[src/rtl/mips_pkg.sv]
// Shared definitions for the MIPS ALU-control path.
// Holds opcode/funct codes, aluop codes, the sequencer state encoding
// and the step numbers of the 10-step instruction cycle.
package mips_pkg;

    // Step numbers within one instruction cycle (cont = 0..CONT_MAX)
    localparam int unsigned CONT_EXEC    = 6;  // ula evaluates on this step
    localparam int unsigned CONT_AMOSTRA = 7;  // result captured leaving this step
    localparam int unsigned CONT_MAX     = 9;  // last step of the cycle

    // Opcodes
    localparam logic [5:0] OP_RTYPE = 6'h00;
    localparam logic [5:0] OP_BEQ   = 6'h04;
    localparam logic [5:0] OP_ADDI  = 6'h08;
    localparam logic [5:0] OP_LW    = 6'h23;
    localparam logic [5:0] OP_SW    = 6'h2B;

    // R-type funct codes
    localparam logic [5:0] FUNCT_ADD = 6'h20;
    localparam logic [5:0] FUNCT_SUB = 6'h22;
    localparam logic [5:0] FUNCT_AND = 6'h24;
    localparam logic [5:0] FUNCT_OR  = 6'h25;
    localparam logic [5:0] FUNCT_SLT = 6'h2A;

    // ALU operation codes understood by ula
    localparam logic [3:0] ALUOP_AND      = 4'd0;
    localparam logic [3:0] ALUOP_OR       = 4'd1;
    localparam logic [3:0] ALUOP_ADD      = 4'd2;
    localparam logic [3:0] ALUOP_SUB      = 4'd6;
    localparam logic [3:0] ALUOP_SLT      = 4'd7;
    localparam logic [3:0] ALUOP_INVALIDA = 4'd15;

    typedef enum logic [0:0] {
        OCIOSO,
        EXECUTANDO
    } estado_t;

endpackage

[src/rtl/decodificador_aluop.sv]
// Combinational instruction decoder for the ALU-control path.
// Ports:
//   instrucao    in  32 : MIPS instruction word
//   aluop        out 4  : ALU operation (15 when unsupported)
//   usa_imediato out 1  : second operand is the sign-extended imm[15:0]
//   eh_beq       out 1  : instruction is beq
//   erro         out 1  : opcode/funct not supported
module decodificador_aluop
    import mips_pkg::*;
(
    input  logic [31:0] instrucao,
    output logic [3:0]  aluop,
    output logic        usa_imediato,
    output logic        eh_beq,
    output logic        erro
);

    logic [5:0] opcode;
    logic [5:0] funct;

    assign opcode = instrucao[31:26];
    assign funct  = instrucao[5:0];

    always_comb begin
        aluop        = ALUOP_INVALIDA;
        usa_imediato = 1'b0;
        eh_beq       = 1'b0;
        erro         = 1'b1;
        unique case (opcode)
            OP_RTYPE: begin
                erro = 1'b0;
                unique case (funct)
                    FUNCT_ADD: aluop = ALUOP_ADD;
                    FUNCT_SUB: aluop = ALUOP_SUB;
                    FUNCT_AND: aluop = ALUOP_AND;
                    FUNCT_OR:  aluop = ALUOP_OR;
                    FUNCT_SLT: aluop = ALUOP_SLT;
                    default:   erro  = 1'b1;
                endcase
            end
            OP_LW, OP_SW, OP_ADDI: begin
                aluop        = ALUOP_ADD;
                usa_imediato = 1'b1;
                erro         = 1'b0;
            end
            OP_BEQ: begin
                aluop  = ALUOP_SUB;
                eh_beq = 1'b1;
                erro   = 1'b0;
            end
            default: ;
        endcase
    end

endmodule

[src/rtl/sequenciador_ula.sv]
// Multicycle sequencer driving the ula block.
// Accepts one instruction while idle, walks cont 1..9, presents operands to
// ula on step CONT_EXEC, captures resultado/zero leaving step CONT_AMOSTRA and
// pulses concluido as cont wraps back to 0.
// Ports:
//   clk, reset            : clock and synchronous active-high reset
//   instr_valida          : instrucao/rs_val/rt_val valid this cycle
//   instrucao, rs_val, rt_val : instruction and register operands
//   ocupado               : sequence in progress, new instructions ignored
//   cont, aluop, dado1, dado2 : to ula
//   zero, resultado       : from ula
//   resultado_q, desvio   : captured result and beq-taken decision
//   erro                  : last accepted instruction was unsupported
//   concluido             : one-cycle pulse, result fields valid
module sequenciador_ula
    import mips_pkg::*;
#(
    parameter int unsigned LARGURA   = 32,
    parameter int unsigned CONT_EXEC = mips_pkg::CONT_EXEC,
    parameter int unsigned CONT_MAX  = mips_pkg::CONT_MAX
) (
    input  logic               clk,
    input  logic               reset,
    input  logic               instr_valida,
    input  logic [31:0]        instrucao,
    input  logic [LARGURA-1:0] rs_val,
    input  logic [LARGURA-1:0] rt_val,
    output logic               ocupado,
    output logic [3:0]         cont,
    output logic [3:0]         aluop,
    output logic [LARGURA-1:0] dado1,
    output logic [LARGURA-1:0] dado2,
    input  logic               zero,
    input  logic [LARGURA-1:0] resultado,
    output logic [LARGURA-1:0] resultado_q,
    output logic               desvio,
    output logic               erro,
    output logic               concluido
);

    localparam logic [3:0] PASSO_CARGA   = 4'(CONT_EXEC - 1);
    localparam logic [3:0] PASSO_AMOSTRA = 4'(CONT_AMOSTRA);
    localparam logic [3:0] PASSO_MAX     = 4'(CONT_MAX);

    estado_t    estado, estado_prox;
    logic [3:0] cont_prox;
    logic       aceita, carrega, captura, fim;

    // Decoder outputs for the incoming instruction
    logic [3:0] dec_aluop;
    logic       dec_usa_imediato, dec_eh_beq, dec_erro;

    // Operands latched at acceptance, presented to ula only at step CONT_EXEC
    logic [LARGURA-1:0] op1_q, op2_q;
    logic [LARGURA-1:0] imediato_ext;
    logic               eh_beq_q;

    decodificador_aluop u_decodificador (
        .instrucao    (instrucao),
        .aluop        (dec_aluop),
        .usa_imediato (dec_usa_imediato),
        .eh_beq       (dec_eh_beq),
        .erro         (dec_erro)
    );

    assign imediato_ext = {{(LARGURA-16){instrucao[15]}}, instrucao[15:0]};
    assign ocupado      = (estado == EXECUTANDO);

    always_comb begin
        estado_prox = estado;
        cont_prox   = cont;
        aceita      = 1'b0;
        carrega     = 1'b0;
        captura     = 1'b0;
        fim         = 1'b0;
        unique case (estado)
            OCIOSO: begin
                cont_prox = 4'd0;
                if (instr_valida) begin
                    aceita      = 1'b1;
                    estado_prox = EXECUTANDO;
                    cont_prox   = 4'd1;
                end
            end
            EXECUTANDO: begin
                if (cont >= PASSO_MAX) begin
                    fim         = 1'b1;
                    estado_prox = OCIOSO;
                    cont_prox   = 4'd0;
                end else begin
                    cont_prox = cont + 4'd1;
                end
                carrega = (cont == PASSO_CARGA);
                captura = (cont == PASSO_AMOSTRA);
            end
            default: begin
                estado_prox = OCIOSO;
                cont_prox   = 4'd0;
            end
        endcase
    end

    always_ff @(posedge clk) begin
        if (reset) begin
            estado      <= OCIOSO;
            cont        <= 4'd0;
            concluido   <= 1'b0;
            aluop       <= 4'd0;
            erro        <= 1'b0;
            eh_beq_q    <= 1'b0;
            op1_q       <= '0;
            op2_q       <= '0;
            dado1       <= '0;
            dado2       <= '0;
            resultado_q <= '0;
            desvio      <= 1'b0;
        end else begin
            estado    <= estado_prox;
            cont      <= cont_prox;
            concluido <= fim;
            if (aceita) begin
                aluop    <= dec_aluop;
                erro     <= dec_erro;
                eh_beq_q <= dec_eh_beq;
                op1_q    <= rs_val;
                op2_q    <= dec_usa_imediato ? imediato_ext : rt_val;
            end
            if (carrega) begin
                dado1 <= op1_q;
                dado2 <= op2_q;
            end
            if (captura) begin
                resultado_q <= resultado;
                desvio      <= zero & eh_beq_q & ~erro;
            end
        end
    end

endmodule

[config.mk]
export PLATFORM = sky130hd
export DESIGN_NAME = sequenciador_ula
export DESIGN_NICKNAME = d
export VERILOG_FILES = /design/src/rtl/mips_pkg.sv /design/src/rtl/decodificador_aluop.sv /design/src/rtl/sequenciador_ula.sv
export SDC_FILE = /design/constraint.sdc
export NUM_CORES = 1
export LEC_CHECK = 0
export CAP_MARGIN = 20
export CORE_MARGIN = 4
export CORE_UTILIZATION = 40
export DETAILED_ROUTE_END_ITERATION = 7
export PLACE_DENSITY_LB_ADDON = 0.2
export SLEW_MARGIN = 40
export SYNTH_ARGS = -nofsm -noshare
export SYNTH_HDL_FRONTEND = slang
export SYNTH_HIERARCHICAL = 1
export SYNTH_SLANG_ARGS = --single-unit
[constraint.sdc]
create_clock -name clk -period 2.13 [get_ports clk]
set_input_delay 0.426 -clock clk [delete_from_list [all_inputs] [get_ports clk]]
set_output_delay 0.426 -clock clk [all_outputs]
set_load 0.1 [all_outputs]
==> metrics.txt <==
DR iter-0 viols 207; hold buffer count at CTS 0; nets roughly 1100; area of the die around 19000 sq um; number of flops mapped to enable cells by yosys 0; Wirelength per Cell 15.0 um; largest net degree at the start of global routing 55; Hold Crit Start reset; placer congestion estimate about 0.79; CP Data Required Time around 2.5 ns; Post-synth ARST share 0; Layout area overhead 42.5%; Clock Path Buffers 2; TritonCTS buffer count 17; Vias between 5000 and 6000; CP Launch Point instrucao[31]; hold crit path type primary input to flop; row cnt 47; Hold Path Stages 2; PD cells 788 nW/um^2; CTS tree yes; DRT antenna net count 0; DR top layer met4; clk sink count 173; Pleak 3.58 nW; Synth Cell Area 6700 sq um; Slew Limit Headroom 0.593; Final Total Pwr 7.52 mW; total wire length roughly 18000 um; first-pass GRT wire length around 29000 um; Setup Fix Bufs, Post-CTS 0; Port Buffers approximately 230; Top FF cell, synth dfxtp_1; WP data arrival 2.38 ns; met2 wire length approximately 8900 um; DRT Pass-1 Iters 4; number of remaining DRC errors 0; crit path kind primary input to flop; FMAX roughly 500 MHz; Synth cell types 39; flops & latches, synth 173; status finished clean; GRT Util Overall 0.192; Finish-stage setup viols 0; Mean Syn Cell Area 8.58 sq um; routed wl met3 1260 um; total congestion overflow 0; IO Count 240; Initial Util 0.405; clk slew on worst S/H paths 0.06 ns; RSZ-0062 raised after global routing no; layout cells sized above 1 0.217; final hold violations 0; Yosys warnings 6; Clock Latency Late Sink 0.42 ns; Final Max Tran Viols 0; Core ar. 16500 sq um; CP Max Fanout 17; CTS root buf clkbuf_16; Worst-Margin Slew 0.609 ns; Final HPWL DP 12900 um; worst reg-to-reg path cell count 4; met1 wire length 7780 um; worst vdd ir 0.576 mV; Worst Skew 0.00951 ns; crit path launch type primary input; vias in the first global route between 5000 and 6000; vias per cell between 4 and 5; sequential fraction of the synthesis area 0.517; element type at the critical path end flop; Final period util 0.967; chip width 137 um; Post-Syn Nets 916; H-tree depth 4; initial antenna violation count 0; Final Critical Period 2.06 ns; Hold Slack 0.406 ns; RR Startpoint ocupado; synthesized instance count 781; MaxCap Viol Count 0; Diodes inserted 0; die span in y 137 um
[worst paths after layout]
kind                           to  slack [ns]
setup / recovery        op2_q[16]        0.07
hold / removal          dado2[15]        0.41
setup reg to reg  resultado_q[17]        0.59
hold reg to reg         dado1[15]        0.45
[report_power, final]
group | internal (mW) | switching, mW | leakage, nW | total (mW)
registers | 3.34 | 0.0583 | 1.41 | 3.39
clock network | 2.15 | 1.25 | 0.318 | 3.40
logic | 0.354 | 0.368 | 1.85 | 0.722
[cell usage in the layout (no fill, tap or decap), types with 6 or more instances in the layout]
cell / count
a211oi_1: 21
a211oi_2: 11
a21oi_1: 107
a21oi_2: 34
buf_12: 6
buf_4: 128
clkbuf_16: 17
clkdlybuf4s50_1: 120
dfxtp_1: 173
mux2i_1: 15
nand2_1: 271
nand2b_1: 20
nor2_1: 34
[cell type report]
class                   instances  area (sq um)
clock buffers                  22           464
multi-input cells             544          2840
clock inverters                10           186
repair buffers                256          2300
flip-flops and latches        173          3460
well taps                     220           275
inverters                       3          11.3
fillers                      1507          6980
[metal layers]
metal  vias up  track usage
li1       2998            -
met1      2649        0.234
met2       158        0.327
met3        28       0.0511
met4         0       0.0698
met5         -            0
[metrics by stage]
| step | instances | cell area, sq um | util | setup slack, ns | setup TNS [ns] |
|---|---|---|---|---|---|
| floorplan | 781 | 6700 | - | 0.0215 | 0 |
| global placement | 1196 | 8890 | 0.538 | -0.329 | -8.52 |
| detailed placement | 1196 | 8890 | 0.538 | -0.374 | -10.10 |
| CTS | 1228 | 9540 | 0.577 | 0.0628 | 0 |
| global route | 1228 | 9550 | 0.578 | 0.0147 | 0 |
| finish | 1228 | 9550 | 0.578 | 0.0707 | 0 |
[cells by family (layout without fill, tap and decap cells)]
logic type,Yosys count,in the layout,share of synthesized area
AOI/OAI and AO/OA,180,180,0.179
muxes,15,15,0.0224
xor gates and xnor gates,1,1,0.00131
buffers and inverters,64,291,0.0607
adders and majority gates,3,3,0.00560
and+or+nand+nor,345,345,0.214
DFF,173,173,0.517
[critical path: stages]
cell	delay, ns
clkdlybuf4s50_1	0.43
or4b_4	0.56
a211oi_4	0.34
buf_6	0.19
a21oi_4	0.17
a211oi_1	0.26
[synthesized netlist by cell type (2+ instances only)]
cell,n,share of area
a211oi_1,22,0.025
a211oi_2,10,0.019
a21oi_1,107,0.080
a21oi_2,34,0.044
and4b_1,2,0.0030
buf_2,25,0.019
buf_4,10,0.011
buf_6,4,0.0067
buf_8,6,0.013
clkbuf_1,15,0.0084
dfxtp_1,173,0.52
ha_1,3,0.0056
inv_1,3,0.0017
mux2i_1,15,0.022
nand2_1,271,0.15
nand2b_1,20,0.019
nand4_1,2,0.0019
nand4b_1,3,0.0039
nor2_1,34,0.019
nor3_1,3,0.0022
[state kept, by name (all words and copies together), names as in the netlist, 4 cells and up]
register / flops
cont: 4
op1_q: 32
dado1: 32
aluop: 4
dado2: 32
op2_q: 32
resultado_q: 32
[timing repair]
| item | 4_1_cts | 5_1_grt |
|---|---|---|
| hold endpoints to repair | 0 | 0 |
| setup endpoints to repair | 0 | 2 |
| gates resized for setup | 0 | 2 |
(Power assumes the default switching activity.)
